$ cat src/rtl/mac_accumulator_8bit.sv
// rtl/mac_accumulator_8bit.sv - streaming 8x8 multiply-accumulate with framed result handshake
module mac_accumulator_8bit #(
    parameter int ACC_W = 24,
    parameter int CNT_W = 8
) (
    input  logic             clk,
    input  logic             rst,
    input  logic             in_valid,
    output logic             in_ready,
    input  logic [7:0]       in_a,
    input  logic [7:0]       in_b,
    input  logic             in_last,
    output logic             out_valid,
    input  logic             out_ready,
    output logic [ACC_W-1:0] out_acc,
    output logic [CNT_W-1:0] out_cnt,
    output logic             out_ovf
);

    typedef enum logic [1:0] {
        ACCUM = 2'd0,
        DRAIN = 2'd1,
        OUT   = 2'd2
    } state_t;

    state_t state;
    state_t state_next;

    logic [7:0]       op_a;
    logic [7:0]       op_b;
    logic             op_last;
    logic             s1_valid;
    logic [ACC_W-1:0] acc;
    logic [CNT_W-1:0] cnt;
    logic             ovf;

    logic [15:0]      prod;
    logic [ACC_W:0]   sum;
    logic [CNT_W-1:0] cnt_inc;
    logic             accept;

    assign accept  = in_valid && in_ready;
    assign prod    = {8'b0, op_a} * {8'b0, op_b};
    assign sum     = {1'b0, acc} + {{(ACC_W - 15){1'b0}}, prod};
    assign cnt_inc = (&cnt) ? cnt : cnt + CNT_W'(1);

    always_comb begin
        state_next = state;
        in_ready   = 1'b0;
        case (state)
            ACCUM: begin
                in_ready = 1'b1;
                if (in_valid && in_last) state_next = DRAIN;
            end
            DRAIN: state_next = OUT;
            OUT:   if (out_valid && out_ready) state_next = ACCUM;
            default: state_next = ACCUM;
        endcase
    end

    always_ff @(posedge clk or posedge rst) begin
        if (rst) state <= ACCUM;
        else     state <= state_next;
    end

    always_ff @(posedge clk or posedge rst) begin
        if (rst) begin
            op_a     <= '0;
            op_b     <= '0;
            op_last  <= 1'b0;
            s1_valid <= 1'b0;
        end else begin
            s1_valid <= accept;
            if (accept) begin
                op_a    <= in_a;
                op_b    <= in_b;
                op_last <= in_last;
            end
        end
    end

    // The last beat both publishes the frame and clears the running state on one edge.
    always_ff @(posedge clk or posedge rst) begin
        if (rst) begin
            acc       <= '0;
            cnt       <= '0;
            ovf       <= 1'b0;
            out_acc   <= '0;
            out_cnt   <= '0;
            out_ovf   <= 1'b0;
            out_valid <= 1'b0;
        end else begin
            if (out_valid && out_ready) out_valid <= 1'b0;
            if (s1_valid) begin
                if (op_last) begin
                    out_acc   <= sum[ACC_W-1:0];
                    out_ovf   <= ovf | sum[ACC_W];
                    out_cnt   <= cnt_inc;
                    out_valid <= 1'b1;
                    acc       <= '0;
                    ovf       <= 1'b0;
                    cnt       <= '0;
                end else begin
                    acc <= sum[ACC_W-1:0];
                    ovf <= ovf | sum[ACC_W];
                    cnt <= cnt_inc;
                end
            end
        end
    end

endmodule
$ cat config.mk
export PLATFORM = sky130hd
export DESIGN_NAME = mac_accumulator_8bit
export DESIGN_NICKNAME = d
export VERILOG_FILES = /design/src/rtl/mac_accumulator_8bit.sv
export SDC_FILE = /design/constraint.sdc
export NUM_CORES = 1
export LEC_CHECK = 0
export CAP_MARGIN = 40
export CORE_MARGIN = 2
export CORE_UTILIZATION = 50
export CTS_CLUSTER_SIZE = 14
export DETAILED_ROUTE_END_ITERATION = 10
export GPL_TIMING_DRIVEN = 0
export PLACE_DENSITY_LB_ADDON = 0.05
export SYNTH_ARGS = -nofsm -noshare
export SYNTH_HDL_FRONTEND = slang
export SYNTH_SLANG_ARGS = --single-unit
$ cat constraint.sdc
create_clock -name clk -period 6.1 [get_ports clk]
set_input_delay 1.22 -clock clk [delete_from_list [all_inputs] [get_ports clk]]
set_output_delay 1.22 -clock clk [all_outputs]
set_load 0.005 [all_outputs]
==> Yosys cells after proc, flatten, opt, wreduce, memory -nomap -nowiden <==
Index checks and enable logic that the tools add are counted.
{ "totals": {"reg_bits": 87, "input_bits": 21, "out_inout_bits": 35, "word_cells": 38} }
{ "op_classes": {"n_addsub": 2, "n_mul": 1, "n_eq_ne": 4, "mux": 11, "n_bitwise": 1, "reduce_logical": 7} }
{ "ops": {"columns": ["cell", "count"], "rows": [
  ["24-bit by 16-bit adder with 25-bit output", 1],
  ["24-bit 2-to-1 mux", 1],
  ["8-bit by 8-bit multiplier with 16-bit output", 1],
  ["8-bit 2-to-1 mux", 2],
  ["8-bit by 1-bit adder with 8-bit output, second input constant", 1],
  ["8-bit AND reduction", 1],
  ["2-bit case mux with 3 select lines", 1],
  ["1-bit 2-to-1 mux", 5],
  ["2-bit 2-to-1 mux", 2],
  ["2-bit inequality test, second input constant", 2],
  ["2-bit AND reduction", 2],
  ["1-bit logical AND", 3],
  ["2-bit by 1-bit equality test with 1-bit output, second input constant", 1],
  ["2-bit equality test, second input constant", 1],
  ["2-bit zero test", 1],
  ["1-bit OR", 1]
]} }

==> Depth between registers and ports, before layout <==
Gate-level depths: netlist of run 1.
{ "depth": {"ltp_word": 4, "ltp_mapped": 18, "mapped_depth_nobuf": 16} }

==> Worst setup path after synthesis of run 1 <==
No wires, ideal clock.
{ "synth_path": {"path_type": "register to register", "startpoint": "register op_b[1]", "endpoint": "register acc[14]", "setup_ps": 126, "arrival_time_ps": 4353, "required_ps": 5974, "setup_slack_ps": 1620, "path_stages_with_launch": 17, "n_path_buf": 1, "synth_period_minus_slack_ps": 4480, "path_cell_list": "dfrtp_1 clkbuf_1 nand2_1 fa_1 inv_1 fa_1 inv_1 fa_1 fa_1 inv_1 ha_1 a21o_2 a21oi_1 a21oi_1 o21ai_0 a2111oi_0 a311o_1"} }
{ "synth_via": {"elab_chain_cells": 3} }
{ "synth_rtl": {"columns": ["element", "line_no", "rtl"], "rows": [
  ["from (decl)", "30", "logic [7:0] op_b;"],
  ["from (signal assigned)", "76", "op_b <= in_b;"],
  ["8-bit by 8-bit multiplier with 16-bit output", "43", "assign prod = {8'b0, op_a} * {8'b0, op_b};"],
  ["24-bit by 16-bit adder with 25-bit output", "44", "assign sum = {1'b0, acc} + {{(ACC_W - 15){1'b0}}, prod};"],
  ["24-bit 2-to-1 mux", "95", "if (op_last) begin"],
  ["to (signal assigned)", "104", "acc <= sum[ACC_W-1:0];"],
  ["to (decl)", "33", "logic [ACC_W-1:0] acc;"]
]} }
No other way between the ends.
A chain may end at the register's enable or synchronous reset.

==> Final worst setup path of run 1 <==
{ "layout_path": {"startpoint": "register op_a[5]", "endpoint": "register acc[14]"} }
{ "layout_via": {"elab_chain_cells": 3} }
{ "layout_rtl": {"columns": ["element", "line_no", "rtl"], "rows": [
  ["from (decl)", "29", "logic [7:0] op_a;"],
  ["from (signal assigned)", "75", "op_a <= in_a;"],
  ["8-bit by 8-bit multiplier with 16-bit output", "43", null],
  ["24-bit by 16-bit adder with 25-bit output", "44", null],
  ["24-bit 2-to-1 mux", "95", null]
]} }
No other way between the ends.

==> results of run 1 <==
==> metrics by stage <==
step | hold slack [ns] | cell area, sq um
2_1_floorplan | 0.449 | 6370
3_3_place_gp | 0.461 | 7130
3_5_place_dp | 0.463 | 7160
4_1_cts | 0.480 | 7510
5_1_grt | 0.499 | 7510
6_report | 0.476 | 7510
==> worst paths after layout <==
kind	from	endpoint	slack (ns)
setup / recovery	op_a[5]	acc[14]	1.12
hold / removal	out_cnt[3]	out_cnt[3]	0.48
setup reg to reg	op_a[5]	acc[14]	1.12
hold reg to reg	out_cnt[3]	out_cnt[3]	0.48
max in group asynchronous	rst	op_a[4]	4.20
min in group asynchronous	rst	out_cnt[3]	1.27
==> kinds of logic (layout without fill, tap and decap cells) <==
family                   count (synthesis)  after routing
AO/OA/AOI/OAI                          127            127
XOR/XNOR                                14             14
adder cells (fa/ha/maj)                 92             92
buffers and inverters                  119            191
flip-flops                              87             87
multiplexers                            22             22
AND/OR/NAND/NOR                        203            203
==> registers in the layout, summed over array words and instances (netlist names), 2 cells and up <==
register / flops
op_b: 8
out_cnt: 8
acc: 24
out_acc: 24
op_a: 8
state: 2
cnt: 8
==> worst reg2reg max path, cell delays in order (launching register included) <==
cell and delay [ns]:
sky130_fd_sc_hd__dfrtp_1 0.33, sky130_fd_sc_hd__clkbuf_1 0.34, sky130_fd_sc_hd__and2_1 0.21, sky130_fd_sc_hd__fa_1 0.46, sky130_fd_sc_hd__fa_1 0.56, sky130_fd_sc_hd__inv_1 0.06
sky130_fd_sc_hd__fa_1 0.50, sky130_fd_sc_hd__fa_1 0.54, sky130_fd_sc_hd__inv_1 0.05, sky130_fd_sc_hd__ha_1 0.38, sky130_fd_sc_hd__a21oi_1 0.30, sky130_fd_sc_hd__o21ai_0 0.21
sky130_fd_sc_hd__o21ai_0 0.41, sky130_fd_sc_hd__a2111oi_0 0.18, sky130_fd_sc_hd__a311o_1 0.34
==> layout by cell type, fill, tap and decap left out, types with 6 or more instances in the layout <==
cell                              instances
sky130_fd_sc_hd__nand2_1                 93
sky130_fd_sc_hd__inv_1                   92
sky130_fd_sc_hd__dfrtp_1                 87
sky130_fd_sc_hd__clkdlybuf4s50_1         55
sky130_fd_sc_hd__fa_1                    50
sky130_fd_sc_hd__and2_1                  46
sky130_fd_sc_hd__ha_1                    42
sky130_fd_sc_hd__o21ai_0                 34
sky130_fd_sc_hd__nor2_1                  19
sky130_fd_sc_hd__a21oi_1                 19
sky130_fd_sc_hd__mux2_2                  17
sky130_fd_sc_hd__clkbuf_1                17
sky130_fd_sc_hd__nand3_1                 12
sky130_fd_sc_hd__and3_1                  11
sky130_fd_sc_hd__o211ai_1                10
sky130_fd_sc_hd__o22ai_1                  9
sky130_fd_sc_hd__clkbuf_16                9
sky130_fd_sc_hd__o2bb2ai_1                8
sky130_fd_sc_hd__xnor2_1                  7
sky130_fd_sc_hd__xor2_1                   7
sky130_fd_sc_hd__o21a_1                   7
sky130_fd_sc_hd__o31ai_1                  6
==> final cells by class <==
cell class                      count  area, sq um
Fill cell                        1149         5010
Multi-Input combinational cell    458         3730
Sequential cell                    87         2180
Timing Repair Buffer               56          578
Inverter                           94          355
Clock buffer                        9          225
Tap cell                          172          215
Clock inverter                      7          124
Buffer                             25          106
==> routing by layer <==
metal  wire length (um)  track usage [%]  vias up
met2               7300             38.2      105
li1                   -                -     2338
met1               6710             32.4     2522
met4                253             8.47        0
met3                515             2.94       17
met5                  0                0        -
==> results.sh, run 1 <==
export IMPL_run_status="finished, final reports clean"
export IMPL_synth_adder_area_share_pct=24.0
export IMPL_postSynthRegisterBits=87
export IMPL_post_route_cells_drive_above_1_share_pct=6.11
export IMPL_ctsHtreeMaxLevel=3
export IMPL_layout_core_utilization_pct=60.0
export IMPL_fmax_ghz=0.201
export IMPL_totalNegativeSetupSlack_ns=0
export IMPL_min_path_type="reg -> reg"
export IMPL_total_via_count_after_detailed_routing=4982
export IMPL_finalHoldViolations=0
export IMPL_antennaDiodeCount=0
export IMPL_whs_path_depth=2
export IMPL_crit_chain="clkbuf_1 -> and2_1 -> fa_1 -> fa_1 -> inv_1 -> fa_1 -> fa_1 -> inv_1 -> ha_1 -> a21oi_1 -> o21ai_0 -> o21ai_0 -> a2111oi_0 -> a311o_1"
export IMPL_timing_critical_path_from_type="flip-flop"
export IMPL_grt_antenna_before_repair=0
export IMPL_fin_worst_setup_slack_ns=1.12
export IMPL_post_cts_repair_setup_buffers=0
export IMPL_synth_seq_area_share_pct=34.2
export IMPL_share_of_synthesized_cell_area_in_and_or_nand_and_nor_gates_pct=15.4
export IMPL_worst_path_max_fanout=9
export IMPL_global_route_overflow_total=0
export IMPL_grtUsageTotal_pct=23.4
export IMPL_finalWeightedCongestion=0.854
export IMPL_postCtsHoldBufs=0
export IMPL_clkSinkCount=87
export IMPL_numPlacedInstances=892
export IMPL_timing_critical_path_arrival_ns=5.22
export IMPL_final_nets=844
export IMPL_routed_wl_um=14800
export IMPL_synth_mux_area_fraction_pct=3.79
export IMPL_placement_rows=41
export IMPL_first_global_vias=4875
export IMPL_core_region_area_sq_um=12500
export IMPL_global_route_wire_length_before_repair_um=24300
export IMPL_buffer_ports_inserted=55
export IMPL_syn_mean_instance_area_sq_um=9.59
export IMPL_die_w_um=117
export IMPL_unrepaired_setup_endpoints_after_global_routing="no"
export IMPL_floorplan_die_height_um=117
export IMPL_post_layout_nonfiller_instances=908
export IMPL_timing_slew_headroom_pct=49.9
export IMPL_post_synth_instance_area_sq_um=6370
export IMPL_yosys_top_cells_area="sky130_fd_sc_hd__dfrtp_1 34%, sky130_fd_sc_hd__fa_1 16%, sky130_fd_sc_hd__ha_1 8.3%"
export IMPL_detail_route_wl_per_cell_um=16.3
export IMPL_yosys_area_top_type="sky130_fd_sc_hd__dfrtp_1"
export IMPL_synth_top_flop_cell="sky130_fd_sc_hd__dfrtp_1"
export IMPL_vias_per_cell=5.49
export IMPL_max_cap_viol_count=0
export IMPL_cts_max_path_bufs=2
export IMPL_post_synth_most_frequent_cells="93 x sky130_fd_sc_hd__inv_1, 93 x sky130_fd_sc_hd__nand2_1, 87 x sky130_fd_sc_hd__dfrtp_1"
export IMPL_timing_max_transition_violations_final=0
export IMPL_worst_r2r_cell_count=14
export IMPL_cts_tree="yes"
export IMPL_cp_data_required_time_ns=6.34
export IMPL_setup_viol_count_final=0
export IMPL_levels_on_crit_path=14
export IMPL_post_place_setup_slack_ns=1.14
export IMPL_ant_nets=0
export IMPL_crit_path_top_delay_cell="sky130_fd_sc_hd__fa_1"
export IMPL_cp_common_cell="sky130_fd_sc_hd__fa_1"
export IMPL_total_die_area_sq_um=13700
export IMPL_synth_fp_nets=777
export IMPL_yosysTopAreaCellShare_pct=34.2
export IMPL_clk_transition_reported_paths_ns=0.07
export IMPL_clk_root_buffer_cell="sky130_fd_sc_hd__clkbuf_16"
export IMPL_final_setup_skew_ns=0.0138
export IMPL_syn2layout_area_growth_pct=18.0
export IMPL_ys_warnings_count=0
export IMPL_setup_worst_path_class="reg -> reg"
export IMPL_crit_buf_inv=3
export IMPL_worst_path_largest_cell_delay_ns=0.56
export IMPL_clk_latency_ns=0.36
export IMPL_synth_async_reset_ratio_pct=100
export IMPL_syn_instance_count=664
export IMPL_worst_path_dominant_cell_family="adder cells"
export IMPL_timing_worst_slew_pin_value_ns=0.749
export IMPL_start_util_pct=50.9
export IMPL_post_route_drc_count=0
export IMPL_boundaryPins=56
export IMPL_main_combinational_cell_family_by_area_after_synthesis="adder cells"
export IMPL_post_route_minimum_period_ns=4.98
export IMPL_cts_resized=0
export IMPL_crit_path_end_kind="flip-flop"
export IMPL_synth_compound_area_share_pct=13.5
export IMPL_grt_start_max_net_pins=49
export IMPL_detail_route_iter0_violations=280
export IMPL_yosys_cell_types_count=55
export IMPL_cts_buffers_inserted=9
export IMPL_final_period_utilization_pct=81.7
export IMPL_synth_edff_count=0
export IMPL_synth_xor_area_share_pct=1.93
export IMPL_dp_final_hpwl_um=11400
export IMPL_dr_pass1_iters=5
Power of run 1 is left out: the tool's default activity adds up to more than one toggle a clock period on the data nets, which glitch-free logic cannot reach.
==> run 2: changes to the inputs <==
==> constraint.sdc (replaced) <==
create_clock -name clk -period 4.1 [get_ports clk]
set_input_delay 0.82 -clock clk [delete_from_list [all_inputs] [get_ports clk]]
set_output_delay 0.82 -clock clk [all_outputs]
set_load 0.005 [all_outputs]
==> run 2 against run 1 <==
- the run now ends with negative setup slack left
- largest cell class unchanged
- highest routed layer unchanged
- critical path type unchanged
- non-clock buffer count is 51 higher
- global-route usage is 1.9 points higher
- fmax is 14% higher
- register-to-register slack worse by 1.4 ns
==> results.sh, run 2 (same netlist as run 1, synthesis figures left out) <==
export IMPL_cts_max_path_bufs=2
export IMPL_global_route_wire_length_before_repair_um=26400
export IMPL_timing_slew_headroom_pct=48.9
export IMPL_multi_input_logic_area_sq_um=4340
export IMPL_worst_hold_startpoint="state[0]"
export IMPL_placed_area_sq_um=7340
export IMPL_timing_worst_slew_pin_value_ns=0.763
export IMPL_finalWeightedCongestion=0.870
export IMPL_clk_root_buffer_cell="sky130_fd_sc_hd__clkbuf_16"
export IMPL_crit_buf_inv=4
export IMPL_worst_path_dominant_cell_family="adder cells"
export IMPL_total_die_area_sq_um=13700
export IMPL_critical_path_startpoint="op_b[3]"
export IMPL_cts_buffers_inserted=9
export IMPL_ant_nets=0
export IMPL_dr_pass1_iters=5
export IMPL_crit_path_end_kind="flip-flop"
export IMPL_layout_area_seq_sq_um=2190
export IMPL_antennaDiodeCount=0
export IMPL_cp_data_required_time_ns=4.39
export IMPL_post_route_cells_drive_above_1_share_pct=26.6
export IMPL_run_status="complete, but fails checks"
export IMPL_grt_start_max_net_pins=50
export IMPL_post_route_minimum_period_ns=4.37
export IMPL_syn2layout_area_growth_pct=34.6
export IMPL_routed_wl_um=16700
export IMPL_timing_critical_path_from_type="flip-flop"
export IMPL_cp_common_cell="sky130_fd_sc_hd__fa_1"
export IMPL_start_util_pct=50.9
export IMPL_clkSinkCount=87
export IMPL_buffer_ports_inserted=55
export IMPL_r2r_start="op_b[3]"
export IMPL_min_path_type="reg -> reg"
export IMPL_crit_chain="buf_6 -> and2_4 -> fa_2 -> fa_1 -> inv_2 -> fa_1 -> fa_1 -> inv_2 -> ha_4 -> nand4_1 -> a21oi_4 -> o211ai_1 -> buf_4 -> a2111o_1 -> nand3_1"
export IMPL_grtUsageTotal_pct=25.3
export IMPL_finalHoldViolations=0
export IMPL_post_layout_nonfiller_instances=959
export IMPL_clk_latency_ns=0.35
export IMPL_clk_transition_reported_paths_ns=0.07
export IMPL_failing_checks="negative setup slack"
export IMPL_setup_viol_count_final=28
export IMPL_dp_final_hpwl_um=11700
export IMPL_cts_tree="yes"
export IMPL_layout_core_utilization_pct=68.4
export IMPL_grt_antenna_before_repair=0
export IMPL_cell_area_after_layout_sq_um=8570
export IMPL_fin_worst_setup_slack_ns=-0.270
export IMPL_top_regs="acc (24), out_acc (24)"
export IMPL_final_setup_skew_ns=0.00821
export IMPL_post_route_drc_count=0
export IMPL_final_period_utilization_pct=107
export IMPL_numPlacedInstances=892
export IMPL_post_place_setup_slack_ns=-0.436
export IMPL_final_nets=895
export IMPL_layout_cells_most_common="sky130_fd_sc_hd__inv_1"
export IMPL_crit_path_top_delay_cell="sky130_fd_sc_hd__fa_1"
export IMPL_unrepaired_setup_endpoints_after_global_routing="yes"
export IMPL_placement_rows=41
export IMPL_postCtsHoldBufs=0
export IMPL_detail_route_wl_per_cell_um=17.4
export IMPL_number_of_fillers_in_the_final_layout=1009
export IMPL_setup_worst_path_class="reg -> reg"
export IMPL_ctsHtreeMaxLevel=3
export IMPL_max_cap_viol_count=0
export IMPL_fmax_ghz=0.229
export IMPL_mostFrequentLayoutCells="82 x sky130_fd_sc_hd__inv_1, 79 x sky130_fd_sc_hd__nand2_1, 75 x sky130_fd_sc_hd__dfrtp_1, 55 x sky130_fd_sc_hd__clkdlybuf4s50_1, 41 x sky130_fd_sc_hd__fa_1"
export IMPL_vias_per_cell=5.42
export IMPL_timing_critical_path_arrival_ns=4.66
export IMPL_core_region_area_sq_um=12500
export IMPL_global_route_overflow_total=0
export IMPL_floorplan_die_height_um=117
export IMPL_boundaryPins=56
export IMPL_timing_max_transition_violations_final=0
export IMPL_detail_route_iter0_violations=348
export IMPL_worst_path_largest_cell_delay_ns=0.56
export IMPL_first_global_vias=5250
export IMPL_worst_path_max_fanout=6
export IMPL_die_w_um=117
export IMPL_total_via_count_after_detailed_routing=5196
==> run 2: cell types whose count changed in the layout (fill, tap and decap cells not counted), moves of 9 or more <==
cell | before | now
sky130_fd_sc_hd__buf_6 | 1 | 18
sky130_fd_sc_hd__inv_1 | 92 | 82
sky130_fd_sc_hd__nand2_1 | 93 | 79
sky130_fd_sc_hd__buf_4 | 0 | 30
sky130_fd_sc_hd__dfrtp_1 | 87 | 75
sky130_fd_sc_hd__o21ai_0 | 34 | 21
sky130_fd_sc_hd__fa_2 | 0 | 9
sky130_fd_sc_hd__ha_1 | 42 | 32
sky130_fd_sc_hd__dfrtp_2 | 0 | 12
sky130_fd_sc_hd__ha_4 | 0 | 10
sky130_fd_sc_hd__inv_2 | 0 | 10
sky130_fd_sc_hd__nand2_2 | 0 | 12
sky130_fd_sc_hd__fa_1 | 50 | 41
==> run 2: area by class of cell <==
| cell class | instances | share of cell area [%] |
|---|---|---|
| plain buffers | 25 | 1.74 |
| clock buffers | 9 | 2.63 |
| clock inverters | 7 | 0.657 |
| inverters | 94 | 4.15 |
| multi-input cells | 458 | 50.6 |
| flip-flops and latches | 87 | 25.6 |
| well taps | 172 | 2.51 |
| repair buffers | 107 | 12.1 |
==> run 2: worst paths after layout <==
check,endpoint,slack (ns),cells after the start
worst max-delay path,out_acc[22],-0.27,15
worst min-delay path,state[1],0.47,1
worst max register to register,out_acc[22],-0.27,15
worst min register to register,state[1],0.47,1
max in group asynchronous,op_a[4],2.59,3
min in group asynchronous,out_cnt[4],0.86,2
==> run 2: worst register-to-register path, stage by stage (launching register included) <==
cell	delay, ns
sky130_fd_sc_hd__dfrtp_2	0.46
sky130_fd_sc_hd__buf_6	0.15
sky130_fd_sc_hd__and2_4	0.15
sky130_fd_sc_hd__fa_2	0.34
sky130_fd_sc_hd__fa_1	0.56
sky130_fd_sc_hd__inv_2	0.04
sky130_fd_sc_hd__fa_1	0.46
sky130_fd_sc_hd__fa_1	0.51
sky130_fd_sc_hd__inv_2	0.05
sky130_fd_sc_hd__ha_4	0.28
sky130_fd_sc_hd__nand4_1	0.21
sky130_fd_sc_hd__a21oi_4	0.32
sky130_fd_sc_hd__o211ai_1	0.15
sky130_fd_sc_hd__buf_4	0.20
sky130_fd_sc_hd__a2111o_1	0.37
sky130_fd_sc_hd__nand3_1	0.08
==> run 2: repair_timing <==
item | CTS | global route
setup endpoints to repair | 29 | 30
resized for setup | 93 | 57
endpoints found under the hold margin | 0 | 0
pin swaps | 49 | 46
setup buffers | 32 | 17
gates cloned | 2 | 0
==> run 2: stage by stage <==
| step | setup TNS [ns] | hold WS, ns |
|---|---|---|
| after floorplan | -0.00896 | 0.449 |
| after global placement | -42.02 | 0.459 |
| after detailed placement | -8.60 | 0.468 |
| after CTS | -3.75 | 0.479 |
| after global routing | -8.04 | 0.502 |
| final | -4.43 | 0.475 |
==> run 2: per-layer routing <==
layer	vias up	wire length (um)	GRT usage, %
li1	2448	-	-
met1	2607	7660	35.6
met2	121	8050	40.8
met3	20	742	3.35
met4	0	272	8.08
met5	-	0	0
Power of run 2 is left out for the same reason.
==> run 3: changes to the inputs <==
--- a/config.mk
+++ b/config.mk
@@ -11,7 +11,9 @@
 export CTS_CLUSTER_SIZE = 14
 export DETAILED_ROUTE_END_ITERATION = 10
 export GPL_TIMING_DRIVEN = 0
+export MAX_ROUTING_LAYER = met4
 export PLACE_DENSITY_LB_ADDON = 0.05
+export SLEW_MARGIN = 10
 export SYNTH_ARGS = -nofsm -noshare
 export SYNTH_HDL_FRONTEND = slang
 export SYNTH_SLANG_ARGS = --single-unit
==> run 3 against run 2 <==
- utilization decreased by 0.83 points
- hold slack better by 0.0094 ns
- fmax down 0.36%
- sequential cell count unchanged
- non-clock buffer count shrank 8
- cell count down 0.83%
- die area stayed put
- sequential share of layout area increased by 0.31 points
- global-route usage grew 0.52 points
- critical path depth unchanged
- the flow still finishes with violations (negative setup slack)
==> results.sh, run 3 (same netlist as run 1, synthesis figures left out) <==
export IMPL_run_status="complete, but fails checks"
export IMPL_failing_checks="negative setup slack"
export IMPL_post_route_cells_drive_above_1_share_pct=24.5
export IMPL_min_delay_worst_endpoint="out_cnt[2]"
export IMPL_worst_hold_startpoint="out_cnt[2]"
export IMPL_clk_transition_reported_paths_ns=0.07
export IMPL_worst_r2r_cell_count=15
export IMPL_mostFrequentLayoutCells="83 x sky130_fd_sc_hd__inv_1, 82 x sky130_fd_sc_hd__nand2_1, 75 x sky130_fd_sc_hd__dfrtp_1, 55 x sky130_fd_sc_hd__clkdlybuf4s50_1, 44 x sky130_fd_sc_hd__fa_1"
export IMPL_crit_path_end_kind="flip-flop"
export IMPL_whs_path_depth=2
export IMPL_detail_route_iter0_violations=322
export IMPL_clkSinkCount=87
export IMPL_final_period_utilization_pct=107
export IMPL_dp_final_hpwl_um=11700
export IMPL_first_global_vias=5081
export IMPL_layout_cells_most_common="sky130_fd_sc_hd__inv_1"
export IMPL_boundaryPins=56
export IMPL_timing_max_transition_violations_final=0
export IMPL_grtUsageTotal_pct=25.8
export IMPL_fmax_ghz=0.228
export IMPL_finalHoldViolations=0
export IMPL_grt_start_max_net_pins=50
export IMPL_dr_pass1_iters=4
export IMPL_ant_nets=0
export IMPL_number_of_fillers_in_the_final_layout=1017
export IMPL_detail_route_wl_per_cell_um=17.6
export IMPL_finalHoldWorstSlack_ns=0.484
export IMPL_core_region_area_sq_um=12500
export IMPL_placement_rows=41
export IMPL_ctsHtreeMaxLevel=3
export IMPL_fin_worst_setup_slack_ns=-0.285
export IMPL_total_die_area_sq_um=13700
export IMPL_post_layout_nonfiller_instances=951
export IMPL_global_route_overflow_total=0
export IMPL_final_nets=887
export IMPL_setup_viol_count_final=30
export IMPL_unrepaired_setup_endpoints_after_global_routing="yes"
export IMPL_cp_data_required_time_ns=4.39
export IMPL_clk_root_buffer_cell="sky130_fd_sc_hd__clkbuf_16"
export IMPL_setup_worst_path_class="reg -> reg"
export IMPL_routed_wl_um=16700
export IMPL_timing_worst_slew_pin_value_ns=0.785
export IMPL_start_util_pct=50.9
export IMPL_cts_max_path_bufs=2
export IMPL_post_place_setup_slack_ns=-0.454
export IMPL_post_route_drc_count=0
export IMPL_total_via_count_after_detailed_routing=5243
export IMPL_buffer_ports_inserted=55
export IMPL_timing_slew_headroom_pct=47.5
export IMPL_floorplan_die_height_um=117
export IMPL_vias_per_cell=5.51
export IMPL_cts_tree="yes"
export IMPL_syn2layout_area_growth_pct=32.9
export IMPL_post_route_minimum_period_ns=4.39
export IMPL_timing_critical_path_arrival_ns=4.67
export IMPL_final_setup_skew_ns=0.00839
export IMPL_timing_reg2reg_setup_slack_ns=-0.29
export IMPL_numPlacedInstances=892
export IMPL_antennaDiodeCount=0
export IMPL_worst_path_max_fanout=7
export IMPL_max_cap_viol_count=0
export IMPL_global_route_wire_length_before_repair_um=25900
export IMPL_crit_reg2reg_capture="acc[21]"
export IMPL_min_path_type="reg -> reg"
export IMPL_finalWeightedCongestion=0.894
export IMPL_r2r_start="op_b[5]"
export IMPL_postCtsHoldBufs=0
export IMPL_cts_buffers_inserted=9
export IMPL_clk_latency_ns=0.35
export IMPL_grt_antenna_before_repair=0
export IMPL_timing_critical_path_from_type="flip-flop"
export IMPL_die_w_um=117
export IMPL_top_regs="acc (24), out_acc (24)"
-- run 3: changes by cell type in the layout (fill, tap and decap cells not counted), moves of 3 or more --
| cell | before | now |
|---|---|---|
| sky130_fd_sc_hd__buf_6 | 18 | 10 |
| sky130_fd_sc_hd__nand2_2 | 12 | 8 |
| sky130_fd_sc_hd__clkbuf_8 | 3 | 0 |
| sky130_fd_sc_hd__fa_1 | 41 | 44 |
| sky130_fd_sc_hd__fa_2 | 9 | 6 |
| sky130_fd_sc_hd__nand2_1 | 79 | 82 |
-- run 3: routing by layer --
layer  global-route usage [%]  routed length (um)  up-vias
met5                        -                   0        -
li1                         -                   -     2432
met2                     40.1                8130      110
met4                     6.98                 212        0
met3                     2.99                 641       17
met1                     36.2                7710     2684
-- run 3: worst max path at each step --
stage | startpoint | end | slack [ns]
after detailed placement | op_a[4] | out_acc[20] | -0.45
after global routing | op_a[6] | out_acc[17] | -0.41
final | op_b[5] | acc[21] | -0.29
after global placement | op_a[2] | out_acc[17] | -0.41
after CTS | op_a[5] | out_acc[21] | -0.28
after floorplan | op_a[5] | acc[14] | -0.009
-- run 3: stage by stage --
stage	cell area [sq um]	utilization [%]	setup TNS, ns
after CTS	8120	64.8	-4.27
after floorplan	6550	-	-0.00896
after detailed placement	7340	58.7	-8.74
after global placement	7310	58.4	-40.95
final	8460	67.6	-5.38
after global routing	8460	67.6	-9.68
-- run 3: layout make-up --
cell class / instances / area (sq um) / share of cell area [%]
Buffer: 25 / 151 / 1.79
Timing Repair Buffer: 99 / 960 / 11.3
Inverter: 94 / 355 / 4.20
Tap cell: 172 / 215 / 2.54
Multi-Input combinational cell: 458 / 4310 / 50.9
Sequential cell: 87 / 2190 / 25.9
Clock inverter: 6 / 53.8 / 0.636
Clock buffer: 10 / 229 / 2.71
-- run 3: repair_timing --
action	in CTS	in global routing
setup buffers	25	16
gates resized for setup	78	51
gates cloned	2	0
pin swaps	40	47
setup endpoints to repair	30	34
-- run 3: critical path, stage by stage, from the launching register on --
cell and delay, ns:
sky130_fd_sc_hd__dfrtp_2 0.47, sky130_fd_sc_hd__and2_4 0.17, sky130_fd_sc_hd__fa_1 0.50, sky130_fd_sc_hd__fa_1 0.51, sky130_fd_sc_hd__fa_1 0.51, sky130_fd_sc_hd__inv_2 0.04, sky130_fd_sc_hd__fa_1 0.54, sky130_fd_sc_hd__inv_2 0.05
sky130_fd_sc_hd__ha_4 0.27, sky130_fd_sc_hd__o21a_1 0.19, sky130_fd_sc_hd__o21ai_4 0.08, sky130_fd_sc_hd__o21bai_4 0.17, sky130_fd_sc_hd__a41oi_4 0.16, sky130_fd_sc_hd__buf_6 0.17, sky130_fd_sc_hd__or4_4 0.42, sky130_fd_sc_hd__nand3_2 0.07
Power of run 3 is left out for the same reason.
